$ cat config.mk
export PLATFORM = sky130hd
export DESIGN_NAME = pipelined_cla_adder
export DESIGN_NICKNAME = d
export VERILOG_FILES = /design/src/rtl/cla_pkg.sv /design/src/rtl/cla_group_carry.sv /design/src/rtl/pipelined_cla_adder.sv
export SDC_FILE = /design/constraint.sdc
export NUM_CORES = 1
export LEC_CHECK = 0
export CAP_MARGIN = 20
export CORE_MARGIN = 3
export CORE_UTILIZATION = 53
export CTS_CLUSTER_DIAMETER = 150
export DETAILED_ROUTE_END_ITERATION = 10
export PLACE_DENSITY = 0.91
export SLEW_MARGIN = 20
export SYNTH_ARGS = -nofsm -noshare
export SYNTH_HDL_FRONTEND = slang
export SYNTH_SLANG_ARGS = --single-unit
$ cat constraint.sdc
create_clock -name clk -period 3.16 [get_ports clk]
set_clock_uncertainty 0.15 [all_clocks]
set_input_delay 0.474 -clock clk [delete_from_list [all_inputs] [get_ports clk]]
set_output_delay 0.474 -clock clk [all_outputs]
set_load 0.01 [all_outputs]
$ cat src/rtl/cla_pkg.sv
// Shared types and operand preparation for the pipelined carry-lookahead adder.
package cla_pkg;

    typedef enum logic [1:0] {
        OP_ADD  = 2'd0,
        OP_SUB  = 2'd1,
        OP_ADDC = 2'd2,
        OP_RSVD = 2'd3
    } op_e;

    // Widest operand prep_operand can handle; callers zero-extend b to this width.
    localparam int CLA_MAX_W = 256;

    // Returns {b', cin}; the reserved opcode behaves as a plain add.
    function automatic logic [CLA_MAX_W:0] prep_operand(
        input op_e                  op,
        input logic [CLA_MAX_W-1:0] b,
        input logic                 c_in
    );
        logic [CLA_MAX_W:0] res;
        case (op)
            OP_SUB:  res = {~b, 1'b1};
            OP_ADDC: res = {b, c_in};
            default: res = {b, 1'b0};
        endcase
        return res;
    endfunction

endpackage

$ cat src/rtl/cla_group_carry.sv
// Combinational lookahead cell: per-position carries plus group generate/propagate
// over M bit (or group) positions.
module cla_group_carry
    import cla_pkg::*;
#(
    parameter int M = 4
) (
    input  logic [M-1:0] g,
    input  logic [M-1:0] p,
    input  logic         cin,
    output logic [M-1:0] c,
    output logic         gg,
    output logic         pg
);

    logic [M-1:0] gen_pre_s;
    logic [M-1:0] prop_pre_s;

    // Prefix generate/propagate from position 0 upward; c[i] = G[i:0] | P[i:0] & cin
    always_comb begin
        logic acc_g;
        logic acc_p;
        gen_pre_s  = {M{1'b0}};
        prop_pre_s = {M{1'b0}};
        acc_g      = 1'b0;
        acc_p      = 1'b1;
        for (int i = 0; i < M; i++) begin
            acc_g         = g[i] | (p[i] & acc_g);
            acc_p         = p[i] & acc_p;
            gen_pre_s[i]  = acc_g;
            prop_pre_s[i] = acc_p;
        end
    end

    assign c  = gen_pre_s | (prop_pre_s & {M{cin}});
    assign gg = gen_pre_s[M-1];
    assign pg = prop_pre_s[M-1];

endmodule

$ cat src/rtl/pipelined_cla_adder.sv
// Two-level carry-lookahead adder/subtractor, 1..3 pipeline stages, valid/ready flow control.
// Optional saturation (sat port) is enabled by defining CLA_SAT_EN.
module pipelined_cla_adder
    import cla_pkg::*;
#(
    parameter int W      = 32,
    parameter int N      = 4,
    parameter int STAGES = 2,
    parameter int TAG_W  = 4
) (
    input  logic             clk,
    input  logic             rst_n,
    input  logic             in_valid,
    output logic             in_ready,
    input  logic [1:0]       op,
    input  logic [W-1:0]     a,
    input  logic [W-1:0]     b,
    input  logic             c_in,
    input  logic [TAG_W-1:0] tag_in,
`ifdef CLA_SAT_EN
    input  logic             sat,
`endif
    output logic             out_valid,
    input  logic             out_ready,
    output logic [W-1:0]     sum,
    output logic             c_out,
    output logic             ovf,
    output logic [TAG_W-1:0] tag_out
);

    localparam int G = W / N;

    if ((W % N) != 0 || (W / N) < 2) begin : g_bad_w
        $error("pipelined_cla_adder: W must be a multiple of N with W/N >= 2");
    end
    if (STAGES < 1 || STAGES > 3) begin : g_bad_stages
        $error("pipelined_cla_adder: STAGES must be 1, 2 or 3");
    end
    if (W >= CLA_MAX_W) begin : g_bad_max
        $error("pipelined_cla_adder: W exceeds cla_pkg::CLA_MAX_W");
    end

    logic en_s;
    logic sat_in_s;

    assign en_s     = !out_valid || out_ready;
    assign in_ready = en_s;

`ifdef CLA_SAT_EN
    assign sat_in_s = sat;
`else
    assign sat_in_s = 1'b0;
`endif

    logic             x_valid_s, x_cin_s, x_sat_s;
    logic [1:0]       x_op_s;
    logic [W-1:0]     x_a_s, x_b_s;
    logic [TAG_W-1:0] x_tag_s;

    if (STAGES == 3) begin : g_in_reg
        logic             valid_r, cin_r, sat_r;
        logic [1:0]       op_r;
        logic [W-1:0]     a_r, b_r;
        logic [TAG_W-1:0] tag_r;

        // Input register: decouples the source's wiring from the first lookahead level
        always_ff @(posedge clk) begin
            if (!rst_n) begin
                valid_r <= 1'b0;
                cin_r   <= 1'b0;
                sat_r   <= 1'b0;
                op_r    <= 2'd0;
                a_r     <= {W{1'b0}};
                b_r     <= {W{1'b0}};
                tag_r   <= {TAG_W{1'b0}};
            end else if (en_s) begin
                valid_r <= in_valid;
                cin_r   <= c_in;
                sat_r   <= sat_in_s;
                op_r    <= op;
                a_r     <= a;
                b_r     <= b;
                tag_r   <= tag_in;
            end
        end

        assign {x_valid_s, x_cin_s, x_sat_s, x_op_s, x_a_s, x_b_s, x_tag_s} =
               {valid_r, cin_r, sat_r, op_r, a_r, b_r, tag_r};
    end else begin : g_in_pass
        assign {x_valid_s, x_cin_s, x_sat_s, x_op_s, x_a_s, x_b_s, x_tag_s} =
               {in_valid, c_in, sat_in_s, op, a, b, tag_in};
    end

    logic [CLA_MAX_W:0]       prep_s;
    logic [CLA_MAX_W-W-1:0]   prep_unused_s;
    logic [W-1:0]             b_prep_s, g_s, p_s, c0_s;
    logic                     cin_s;
    logic [G-1:0]             gg_s, pg_s;

    assign prep_s        = prep_operand(op_e'(x_op_s), {{(CLA_MAX_W-W){1'b0}}, x_b_s}, x_cin_s);
    assign b_prep_s      = prep_s[W:1];
    assign cin_s         = prep_s[0];
    assign prep_unused_s = prep_s[CLA_MAX_W:W+1];
    assign g_s           = x_a_s & b_prep_s;
    assign p_s           = x_a_s ^ b_prep_s;

    // Level 1 runs with a zero group carry-in; the real one is folded in after level 2.
    for (genvar k = 0; k < G; k++) begin : g_lvl1
        cla_group_carry #(.M(N)) u_lvl1 (
            .g   (g_s[k*N +: N]),
            .p   (p_s[k*N +: N]),
            .cin (1'b0),
            .c   (c0_s[k*N +: N]),
            .gg  (gg_s[k]),
            .pg  (pg_s[k])
        );
    end

    logic             y_valid_s, y_cin_s, y_amsb_s, y_sat_s;
    logic [W-1:0]     y_p_s, y_c0_s;
    logic [G-1:0]     y_gg_s, y_pg_s;
    logic [TAG_W-1:0] y_tag_s;

    if (STAGES >= 2) begin : g_mid_reg
        logic             valid_r, cin_r, amsb_r, sat_r;
        logic [W-1:0]     p_r, c0_r;
        logic [G-1:0]     gg_r, pg_r;
        logic [TAG_W-1:0] tag_r;

        // Mid register: cut after bit g/p and group GG/PG
        always_ff @(posedge clk) begin
            if (!rst_n) begin
                valid_r <= 1'b0;
                cin_r   <= 1'b0;
                amsb_r  <= 1'b0;
                sat_r   <= 1'b0;
                p_r     <= {W{1'b0}};
                c0_r    <= {W{1'b0}};
                gg_r    <= {G{1'b0}};
                pg_r    <= {G{1'b0}};
                tag_r   <= {TAG_W{1'b0}};
            end else if (en_s) begin
                valid_r <= x_valid_s;
                cin_r   <= cin_s;
                amsb_r  <= x_a_s[W-1];
                sat_r   <= x_sat_s;
                p_r     <= p_s;
                c0_r    <= c0_s;
                gg_r    <= gg_s;
                pg_r    <= pg_s;
                tag_r   <= x_tag_s;
            end
        end

        assign {y_valid_s, y_cin_s, y_amsb_s, y_sat_s, y_p_s, y_c0_s, y_gg_s, y_pg_s, y_tag_s} =
               {valid_r, cin_r, amsb_r, sat_r, p_r, c0_r, gg_r, pg_r, tag_r};
    end else begin : g_mid_pass
        assign {y_valid_s, y_cin_s, y_amsb_s, y_sat_s, y_p_s, y_c0_s, y_gg_s, y_pg_s, y_tag_s} =
               {x_valid_s, cin_s, x_a_s[W-1], x_sat_s, p_s, c0_s, gg_s, pg_s, x_tag_s};
    end

    logic [G-1:0] c2_s, gcin_s;
    logic         lvl2_gg_unused_s, lvl2_pg_unused_s;
    logic [W-1:0] carry_s, sum_raw_s, sum_res_s;
    logic         ovf_s;

    cla_group_carry #(.M(G)) u_lvl2 (
        .g   (y_gg_s),
        .p   (y_pg_s),
        .cin (y_cin_s),
        .c   (c2_s),
        .gg  (lvl2_gg_unused_s),
        .pg  (lvl2_pg_unused_s)
    );

    assign gcin_s = {c2_s[G-2:0], y_cin_s};

    for (genvar i = 0; i < W; i++) begin : g_carry
        localparam int J = i % N;
        assign carry_s[i] = y_c0_s[i] | ((&y_p_s[i-J +: J+1]) & gcin_s[i/N]);
    end

    assign sum_raw_s = y_p_s ^ {carry_s[W-2:0], y_cin_s};
    assign ovf_s     = carry_s[W-1] ^ carry_s[W-2];

    // Saturate toward the sign of a when requested and the signed result overflowed
    always_comb begin
        if (y_sat_s && ovf_s) begin
            sum_res_s = y_amsb_s ? {1'b1, {(W-1){1'b0}}} : {1'b0, {(W-1){1'b1}}};
        end else begin
            sum_res_s = sum_raw_s;
        end
    end

    // Output register: everything the consumer sees is registered
    always_ff @(posedge clk) begin
        if (!rst_n) begin
            out_valid <= 1'b0;
            sum       <= {W{1'b0}};
            c_out     <= 1'b0;
            ovf       <= 1'b0;
            tag_out   <= {TAG_W{1'b0}};
        end else if (en_s) begin
            out_valid <= y_valid_s;
            sum       <= sum_res_s;
            c_out     <= c2_s[G-1];
            ovf       <= ovf_s;
            tag_out   <= y_tag_s;
        end
    end

endmodule

==> impl_metrics.json <==
{
  "synth_common_cells": "175 x nand2_1, 117 x dfxtp_1, 65 x o21ai_0, 60 x a21boi_0",
  "max_freq_mhz": 356.1,
  "ys_top_cells_by_area": "dfxtp_1 38%, nand2_1 11%, a21boi_0 7.3%",
  "worstReg2RegEnd": "sum[26]",
  "via_per_inst": 5.827,
  "rr_worst_depth": 5,
  "rows": 38,
  "cap_viol_max_count": 0,
  "required_ps": 3290,
  "routed_wirelength_um": 15980,
  "cp-end-kind": "register",
  "rrSetupSlack_ps": 1130,
  "die-area_mm2": 0.01304,
  "synth_area_leader_cell": "dfxtp_1",
  "report.final.slew_viol_count": 0,
  "hold_violations": 0,
  "antenna_left": 0,
  "clockBufferDepth": 2,
  "grt_pass1_wl_um": 26140,
  "cts_sinks": 117,
  "avgRoutedWirePerCell_um": 15.68,
  "clk_latency_ps": 410,
  "final_core_util_pct": 72.78,
  "antenna_found_initial": 0,
  "crit_arrival_ps": 2940,
  "io_buffers": 114,
  "grt_pass1_vias": 5660,
  "hpwlAfterDp_um": 10550,
  "numCtsBuffers": 17,
  "ios": 115,
  "root_buffer": "clkbuf_16",
  "fin_cells": 1019,
  "worstPathMaxFanout": 32,
  "hold_buffers": 0,
  "drc_errors": 0,
  "r2r-start": "g_mid_reg.c0_r[19]",
  "synth_cells": 775,
  "min_path_type": "register to register",
  "leakage_uw": 0.003329,
  "async_flop_share_pct": 0,
  "drt-pass1-iter-count": 4,
  "die_w_um": 114.2,
  "design.core.area_mm2": 0.01113,
  "setup_viol": 0,
  "tritoncts": "done",
  "hp-start": "sum[12]",
  "power.total_uw": 4587,
  "grt_max_degree": 127,
  "synth_ff_type": "dfxtp_1",
  "place_congestion": 0.8374,
  "syn_area_per_cell_um2": 8.003,
  "slew_headroom_pct": 62.98,
  "p_per_area_mw_per_mm2": 566.4,
  "clkTransAtPathRegs_ps": 50,
  "vias": 5938,
  "dp.cells": 989,
  "nNetsFinal": 978,
  "critPathKind": "input pin to register",
  "initial_core_util_pct": 55.75,
  "start_kind": "input pin",
  "period_share_pct": 88.86,
  "ys_ff_latch": 117,
  "yosys_warnings": 0,
  "worst_slack_ps": 351.9,
  "die_y_um": 114.2,
  "first_iter_violations": 438,
  "htreeDepth": 4,
  "synth_area_mm2": 0.006202,
  "rsz0062_at_grt": "false",
  "syn2layout_area_growth_pct": 30.56,
  "hold_path_depth": 2,
  "min_to": "sum[12]",
  "pre_cts_ws_ps": -40.22,
  "ir_worst_vdd_mv": 0.4203,
  "cts-resized-gates": 0,
  "yosysTopAreaCellShare_pct": 37.76,
  "synth_edf_count": 0,
  "cts_setup_buffers": 0,
  "post_route_cells_drive_above_1_share_pct": 6.371,
  "grt.total_usage_pct": 24.39,
  "tightest_slew_ps": 549.4,
  "yosysSeqAreaShare_pct": 37.76,
  "post-synth-top-count-cell": "nand2_1",
  "synth_cell_types": 55,
  "outcome": "finished clean",
  "syn_nets": 885,
  "fin_crit_ps": 2808,
  "grt.overflow.total": 0,
  "diodes": 0
}
## report_power, final
| part | switching [uW] | internal [uW] | total, uW |
|---|---|---|---|
| clock | 655 | 1370 | 2020 |
| sequential | 132 | 1620 | 1750 |
| combinational | 388 | 424 | 812 |
| total | 1180 | 3410 | 4590 |
## layout by cell type, fill, tap and decap left out, drive strengths merged, types with 20 or more instances in the layout
master and n:
a21o 20, a21boi 60, a21oi 37, nand2 175, clkdlybuf4s50 113, nand3 33, nor2 22, dfxtp 117
clkbuf 21, ha 35, o21ai 67
## registers in the layout, summed over array words and instances (netlist names), 4 cells and up
register and flops:
g_mid_reg.tag_r 4, g_mid_reg.p_r 32, g_mid_reg.pg_r 8, sum 32, tag_out 4, g_mid_reg.c0_r 32
## worst max-delay path by stage
stage | start | to | cells after the start
3_3_place_gp | op[0] | g_mid_reg.c0_r[19] | 12
5_1_grt | op[0] | g_mid_reg.c0_r[11] | 12
4_1_cts | op[0] | g_mid_reg.c0_r[11] | 12
6_report | op[0] | g_mid_reg.c0_r[11] | 12
2_1_floorplan | op[0] | g_mid_reg.c0_r[11] | 12
3_5_place_dp | op[0] | g_mid_reg.c0_r[7] | 12
## stage by stage
step | setup TNS, ps | cell area [um^2] | hold slack, ps
after floorplan | 0 | 6202 | 290.3
after global placement | 0 | 7476 | 288.7
after detailed placement | -138.9 | 7476 | 292.5
after CTS | 0 | 8098 | 303.2
after global routing | 0 | 8098 | 338.8
final | 0 | 8098 | 299.9
## per-layer routing
metal / global-route usage, % / up-vias / share of wire, %
li1: - / 2951 / -
met1: 30.89 / 2765 / 44
met2: 41.49 / 193 / 49
met3: 4.915 / 29 / 5.3
met4: 8.234 / 0 / 1.9
met5: 0 / - / 0
## area by class of cell
type	count	area (um^2)
Timing Repair Buffer	128	1306
Clock inverter	9	151.4
Tap cell	140	175.2
Multi-Input combinational cell	597	3625
Clock buffer	21	470.5
Fill cell	814	3028
Inverter	7	27.53
Sequential cell	117	2342
## kinds of logic after synthesis
logic type	Yosys count	share of synthesized area (%)
and+or+nand+nor	318	24.87
adders and majority gates	35	7.061
buffers and inverters	61	3.914
DFF	117	37.76
AOI/OAI and AO/OA	231	24.51
muxes	2	0.3228
xor gates and xnor gates	11	1.553
## worst max-delay path: stages
cell and delay [ps]:
clkdlybuf4s50_1 490, inv_1 50, ha_1 300, or2_2 330, buf_12 180, nand2_1 80
o21ai_0 90, ha_1 320, a21o_1 210, a21o_1 190, a21oi_1 140, a21oi_1 70
(Power assumes the default switching activity.)
